File: src/rtl/prefetch_issue_q.sv
// Prefetch issue queue: circular buffer of filtered prefetch candidates issued to memory
// under an outstanding cap. Define PFQ_DROP_STATS_EN to enable the full-queue drop counter.
module prefetch_issue_q #(
    parameter int DEPTH_LOG2 = 2,
    parameter int MAX_OUT    = 2
) (
    input  logic                  clk,
    input  logic                  rst,
    input  logic                  pf_v,
    input  logic [15:0]           pf_addr,
    input  logic                  demand_v,
    input  logic [15:0]           demand_addr,
    output logic                  mem_v,
    output logic [15:0]           mem_addr,
    input  logic                  mem_ready,
    input  logic                  mem_resp_v,
    output logic [DEPTH_LOG2:0]   count,
    output logic [15:0]           drop_cnt
);
    localparam int DEPTH = 1 << DEPTH_LOG2;
    localparam int OUT_W = $clog2(MAX_OUT + 1);
    localparam logic [DEPTH_LOG2:0] FULL_CNT = (DEPTH_LOG2 + 1)'(DEPTH);
    localparam logic [OUT_W-1:0]    OUT_MAX  = OUT_W'(MAX_OUT);

    logic [DEPTH-1:0]      slot_v_q, slot_v_d;
    logic [15:0]           slot_addr_q [DEPTH];
    logic [15:0]           slot_addr_d [DEPTH];
    logic [DEPTH_LOG2-1:0] head_q, head_d, tail_q, tail_d;
    logic [DEPTH_LOG2:0]   count_q, count_d;
    logic [OUT_W-1:0]      out_q, out_d;
    logic                  head_v, fire, skip, pop, full, dup_hit, demand_hit, enq;

    always_comb begin
        head_v     = slot_v_q[head_q];
        mem_v      = (count_q != '0) && head_v && (out_q < OUT_MAX);
        mem_addr   = mem_v ? slot_addr_q[head_q] : 16'h0;
        fire       = mem_v && mem_ready;
        skip       = (count_q != '0) && !head_v;
        pop        = fire || skip;
        full       = (count_q == FULL_CNT);
        demand_hit = demand_v && (demand_addr == pf_addr);
        dup_hit    = 1'b0;
        for (int i = 0; i < DEPTH; i++) begin
            if (slot_v_q[i] && (slot_addr_q[i] == pf_addr)) begin
                dup_hit = 1'b1;
            end
        end
        enq = pf_v && !full && !dup_hit && !demand_hit;
    end

    // A demand that hits the head slot while it is handing off loses to the issue.
    always_comb begin
        slot_v_d    = slot_v_q;
        slot_addr_d = slot_addr_q;
        head_d      = head_q;
        tail_d      = tail_q;
        count_d     = count_q;
        out_d       = out_q;
        if (demand_v) begin
            for (int i = 0; i < DEPTH; i++) begin
                if (slot_v_q[i] && (slot_addr_q[i] == demand_addr) &&
                    !(fire && (head_q == DEPTH_LOG2'(i)))) begin
                    slot_v_d[i] = 1'b0;
                end
            end
        end
        if (pop) begin
            slot_v_d[head_q] = 1'b0;
            head_d           = head_q + 1'b1;
        end
        if (enq) begin
            slot_v_d[tail_q]    = 1'b1;
            slot_addr_d[tail_q] = pf_addr;
            tail_d              = tail_q + 1'b1;
        end
        case ({enq, pop})
            2'b10:   count_d = count_q + 1'b1;
            2'b01:   count_d = count_q - 1'b1;
            default: count_d = count_q;
        endcase
        if (fire && !mem_resp_v) begin
            out_d = out_q + 1'b1;
        end else if (!fire && mem_resp_v && (out_q != '0)) begin
            out_d = out_q - 1'b1;
        end
    end

    always_ff @(posedge clk) begin
        if (rst) begin
            slot_v_q <= '0;
            head_q   <= '0;
            tail_q   <= '0;
            count_q  <= '0;
            out_q    <= '0;
        end else begin
            slot_v_q <= slot_v_d;
            head_q   <= head_d;
            tail_q   <= tail_d;
            count_q  <= count_d;
            out_q    <= out_d;
        end
    end

    // Address payload needs no reset; it is only observed behind a set valid bit.
    always_ff @(posedge clk) begin
        slot_addr_q <= slot_addr_d;
    end

    assign count = count_q;

`ifdef PFQ_DROP_STATS_EN
    logic [15:0] drop_q, drop_d;

    always_comb begin
        drop_d = drop_q;
        if (pf_v && full && (drop_q != 16'hFFFF)) begin
            drop_d = drop_q + 16'd1;
        end
    end

    always_ff @(posedge clk) begin
        if (rst) begin
            drop_q <= '0;
        end else begin
            drop_q <= drop_d;
        end
    end

    assign drop_cnt = drop_q;
`else
    assign drop_cnt = 16'h0;
`endif

endmodule

File: config.mk
export PLATFORM = sky130hd
export DESIGN_NAME = prefetch_issue_q
export DESIGN_NICKNAME = d
export VERILOG_FILES = /design/src/rtl/prefetch_issue_q.sv
export SDC_FILE = /design/constraint.sdc
export NUM_CORES = 1
export LEC_CHECK = 0
export BUFFER_PORTS_ARGS = -buffer_cell sky130_fd_sc_hd__buf_2
export CELL_PAD_IN_SITES_DETAIL_PLACEMENT = 0
export CELL_PAD_IN_SITES_GLOBAL_PLACEMENT = 2
export CORE_ASPECT_RATIO = 0.8
export CORE_MARGIN = 5
export CORE_UTILIZATION = 35
export DETAILED_ROUTE_END_ITERATION = 16
export PLACE_DENSITY_LB_ADDON = 0.05
export RECOVER_POWER = 50
export SLEW_MARGIN = 20
export SYNTH_ARGS = -nofsm -noshare
export SYNTH_HDL_FRONTEND = slang
export SYNTH_SLANG_ARGS = --single-unit
export TNS_END_PERCENT = 5
File: constraint.sdc
create_clock -name clk -period 3.7 [get_ports clk]
set_input_delay 0.555 -clock clk [delete_from_list [all_inputs] [get_ports clk]]
set_output_delay 0.555 -clock clk [all_outputs]
set_load 0.03 [all_outputs]
# Word level (Yosys, flattened, before mapping)
# Cells that the tools add are included.
# classes
n_mux,27
eq_ne,15
bitwise,5
n_lt_le_gt_ge,8
addsub,6
reduce_logical,46
# op_table
cell,count
$eq A16 B16 Y1,9
$bwmux W64,1
$mux W16,4
$bmux W16 S2,1
$demux W16 S2,1
$logic_and A1 B1 Y1,30
$mux W4,3
$mux W1,11
$logic_not A1 Y1,10
$add A2 B1 Y2 const B,3
$eq A2 B2 Y1 const B,3
$ge A3 B3 Y1 const B,2
$lt A2 B3 Y1 const B,2
$not A2 Y3,2
$pmux W3 S2,1
$reduce_bool A2 Y1,3
$and A4 B4 Y4,1
$demux W1 S2,2
$eq A2 B1 Y1 const B,2
$ge A2 B1 Y1 const B,2
$mux W2,2
$not A4 Y4,1
$or A4 B4 Y4,1
$add A3 B1 Y3 const B,1
other kinds (9),9
# totals
out_inout_bits,36
in_bits,38
ff_bits,77

# Logic depth before layout (Yosys ltp)
# depth
word_depth,14
ltp_mapped,13
ltp_nobuf,11

# Worst setup path after synthesis
# No wires, ideal clock.
# synth_path
path_kind,input -> register
from,input port pf_addr[2]
to,register count_q[2] (netlist: count[2])
setup_slack_ns,0.965
required_ns,3.630
setup_time_ns,0.070
t_arrival_ns,2.665
cell_stages,13
path_cell_list,buf_2 -> xor2_1 -> nor4_2 -> nand4_1 -> o211ai_2 -> nor3_2 -> buf_6 -> inv_1 -> ha_1 -> fa_1 -> xnor2_1 -> or3_1 -> a21oi_1
# synth_between
elab_chain_len,11
# synth_lines
element,line_no,rtl
start: declaration,10,"input logic [15:0] pf_addr,"
$eq A16 B16 Y1,44,if (slot_v_q[i] && (slot_addr_q[i] == pf_addr)) begin
$logic_and A1 B1 Y1,44,
$mux W1 (4 in series),44,
$logic_not A1 Y1,48,enq = pf_v && !full && !dup_hit && !demand_hit;
$logic_and A1 B1 Y1,48,
$logic_and A1 B1 Y1 (*),48,
$eq A2 B1 Y1 / $eq A2 B2 Y1 (equally long branches),76,"case ({enq, pop})"
$pmux W3 S2 / $reduce_bool A2 Y1 (equally long branches),-,
end signal: assignment,99,count_q <= count_d;
end: declaration,29,"logic [DEPTH_LOG2:0] count_q, count_d;"
# Mark *: on every way between the ends. The rest lies on a longest branch, timed or not.
# A chain may end at the register's enable or synchronous reset.

# Final worst setup path
# layout_path
from,input port pf_addr[0]
to,"register slot_addr_q[63] in the netlist's numbering, enable pin"
# layout_between
elab_chain_len,9
# layout_lines
element,line_no,rtl
$eq A16 B16 Y1,44,
$logic_and A1 B1 Y1,44,
$mux W1 (4 in series),44,
$logic_not A1 Y1,48,
$logic_and A1 B1 Y1,48,
$logic_and A1 B1 Y1 (*),48,
end signal: assignment,106,slot_addr_q <= slot_addr_d;
end: declaration,26,logic [15:0] slot_addr_q [DEPTH];
# Marked as above.

==> flow_metrics.py <==
metrics = {
    "global_route": {
        "grt-busiest-layer": "met1",
        "met3_usage_pct": 4.526,
        "gr-total-overflow": 0,
        "grt_usage_pct": 17.72,
        "grt_pass1_vias": 3341,
        "grt_max_degree": 21,
        "grtUsageMet1_pct": 27.57,
        "antenna_found_initial": 0,
        "grt_use_met2_pct": 24.52,
        "grt_pass1_wl_um": 22410,
    },
    "yosys": {
        "synth-seq-cells": 77,
        "syn_area_per_cell_um2": 11.91,
        "yosysWarningCount": 0,
        "synthArstFlopShare_pct": 0,
        "synth_ff_type": "edfxtp_1",
        "yosysSeqAreaShare_pct": 41.64,
        "synth_area_um2": 5240,
        "synthCells": 440,
        "synth_cell_type_count": 43,
        "synth-edff-count": 64,
    },
    "finish": {
        "syn2layout_area_growth_pct": 7.927,
        "fillCellCount": 1447,
        "multi_input_area_um2": 2639,
        "diodes": 0,
        "design_area_um2": 5655,
        "final_core_util_pct": 38.05,
        "regArea_um2": 2182,
        "drive_above_1_share_pct": 18.32,
        "nets": 519,
    },
    "worst_setup_path": {
        "cp.required_ns": 3.67,
        "path_buf_inv": 2,
        "path_common_cell": "clkbuf_1",
        "worst_r2r_endpoint": "slot_addr_q[63]$_DFFE_PP_",
        "crit_path_start_kind": "input pin",
        "critPathTopFamily": "simple AND/OR/NAND/NOR gates",
        "end_kind": "register",
        "slowest_delay_ns": 0.82,
        "cp.arrival_ns": 3.13,
        "r2r_setup_slack_ns": 0.66,
        "r2r_start": "slot_addr_q[48]$_DFFE_PP_",
        "path_max_fanout": 16,
        "worstRegToRegCells": 7,
        "crit_path_cell_trace": "clkbuf_1 -> xor2_1 -> nor4_1 -> nand4_1 -> o211ai_1 -> nor3_1 -> clkbuf_1 -> and2_1",
        "critical_path_class": "in2reg",
        "slowest_stage": "and2_1",
    },
    "clocking": {
        "cts-root-buf": "clkbuf_16",
        "cts_sinks": 77,
        "ctsResizeCount": 0,
        "h-tree-depth": 3,
        "numCtsBuffers": 9,
        "tritoncts": "built",
        "clk_latency_ns": 0.34,
        "postCtsHoldBufs": 0,
        "clkTransAtPathRegs_ns": 0.06,
        "cts_setup_buffers": 0,
        "max-clock-path-buffers": 2,
    },
    "sta": {
        "setup_viol": 0,
        "finClkSkew_ns": 0.005230,
        "tns_ns": 0,
        "slew_headroom_pct": 37.14,
        "min_period_over_period_pct": 85.65,
        "slew_viol_final": 0,
        "worst_slack_ns": 0.5310,
        "fmax_mhz": 315.6,
        "rsz0062_at_grt": "false",
        "worst_pin_slew_ns": 0.9429,
        "finalHoldViolations": 0,
        "fin_crit_ns": 3.169,
    },
    "die": {
        "num_rows": 40,
        "die_area_um2": 17530,
        "die_y_um": 119.4,
        "die_w_um": 146.8,
        "initial_core_util_pct": 35.25,
        "io_pins": 74,
        "coreArea_um2": 14860,
    },
    "place": {
        "port_buffers": 57,
        "dp_hpwl_um": 11870,
        "place_area_um2": 5434,
        "gp_congestion": 0.8652,
        "place_ws_ns": 0.6708,
    },
    "detailed_routing": {
        "drc": 0,
        "ant_nets": 0,
        "wl_um": 15340,
        "wl_per_cell_um": 23.11,
        "vias": 3317,
        "vias_per_cell": 4.995,
        "drt_iter0_drc": 227,
        "drt-pass1-iter-count": 4,
    },
    "min_path": {
        "min_to": "out_q[0]$_SDFFE_PP0P_",
        "hold_class": "reg2reg",
        "hold_start": "out_q[0]$_SDFFE_PP0P_",
        "whs_path_depth": 1,
    },
    "power_and_ir_drop": {
        "power.density_nw_per_um2": 561.0,
        "p_leak_uw": 0.001927,
        "ir_drop_uv": 235.5,
    },
    "status": {
        "status": "finished clean",
    },
    "job": {
        "cap_violations": 0,
    },
}
## worst register-to-register path, cell delays in order, from the launching register on
cell and delay (ns):
edfxtp_1 0.44, xor2_1 0.36, nor4_1 0.12, nand4_1 0.14, o211ai_1 0.11, nor3_1 0.26
clkbuf_1 0.41, and2_1 0.83
## metal layers
layer | up-vias | share of wire (%)
li1 | 1564 | -
met1 | 1651 | 53
met2 | 93 | 41
met3 | 9 | 5.4
met4 | 0 | 0.85
met5 | - | 0
## cell usage after synthesis (6+ instances only)
| master | instances | share of area [%] |
|---|---|---|
| edfxtp_1 | 64 | 37 |
| nor2b_2 | 9 | 1.5 |
| xnor2_1 | 71 | 12 |
| ha_1 | 9 | 2.1 |
| inv_1 | 6 | 0.43 |
| dfxtp_1 | 13 | 5.0 |
| nor3_1 | 7 | 0.67 |
| nor4_1 | 17 | 2.0 |
| buf_6 | 14 | 3.0 |
| buf_2 | 22 | 2.1 |
| nor2b_1 | 7 | 0.84 |
| nor2_1 | 8 | 0.57 |
| mux4_2 | 15 | 6.4 |
| buf_4 | 19 | 2.7 |
| xor2_1 | 77 | 13 |
| nand2_1 | 15 | 1.1 |
| a21oi_1 | 7 | 0.67 |
| nand4_1 | 21 | 2.5 |
## kinds of logic after synthesis
kind of cell	synth area share, %
buffers and inverters	8.476
other	0.07156
XOR/XNOR	24.74
multiplexers	7.856
AO/OA/AOI/OAI	3.080
AND/OR/NAND/NOR	11.60
adder cells (fa/ha/maj)	2.531
flip-flops	41.64
## through the flow
stage                     hold WS, ns  instances  total power, uW
final                          0.4784        664             3172
after global routing           0.5225        664             3340
after CTS                      0.4800        664             3239
after detailed placement       0.4690        649             2371
after global placement         0.4607        649             2387
after floorplan                0.4353        455             2068
## worst max path at each step
stage | endpoint | slack (ns) | depth (start not counted) | startpoint
global route | slot_addr_q[54]$_DFFE_PP_ | 0.36 | 8 | pf_addr[8]
CTS | mem_addr[2] | 0.84 | 6 | count[0]$_SDFFE_PP0P_
finish | slot_addr_q[63]$_DFFE_PP_ | 0.53 | 8 | pf_addr[0]
floorplan | count[2]$_SDFFE_PP0P_ | 0.97 | 13 | pf_addr[2]
global placement | count[2]$_SDFFE_PP0P_ | 0.67 | 12 | pf_addr[11]
detailed placement | count[2]$_SDFFE_PP0P_ | 0.67 | 12 | pf_addr[4]
## area by class of cell
type / instances / area share (%)
multi-input combinational: 314 / 46.66
sequential: 77 / 38.58
timing repair buffer: 61 / 5.088
tap: 189 / 4.181
clock buffer: 9 / 3.982
clock inverter: 6 / 0.9735
inverter: 8 / 0.5310
## report_power, final
part / total (uW) / switching [uW] / internal (uW) / leakage (uW)
Clock: 854 / 343 / 511 / 0.000136
Combinational: 1170 / 697 / 473 / 0.00110
Sequential: 1150 / 97.5 / 1050 / 0.000694
## cell usage in the layout (no fill, tap or decap), drive strengths merged, types with 4 or more instances in the layout
cell,n
mux4,17
conb,16
buf,41
and2,4
xor2,77
a32o,4
nor3,8
ha,9
a21oi,8
nand2,15
nand3,4
inv,7
clkinv,5
dfxtp,13
nand4,21
nor2b,16
nor2,9
nor4,19
clkbuf,29
edfxtp,64
xnor2,71
## sequential cells by signal, summed over array words and instances, names as in the netlist
| register | count |
|---|---|
| slot_addr_q | 64 |
| slot_v_q | 4 |
| count | 3 |
| head_q | 2 |
| out_q | 2 |
| tail_q | 2 |
No activity file was read; power rests on OpenSTA's default activity.
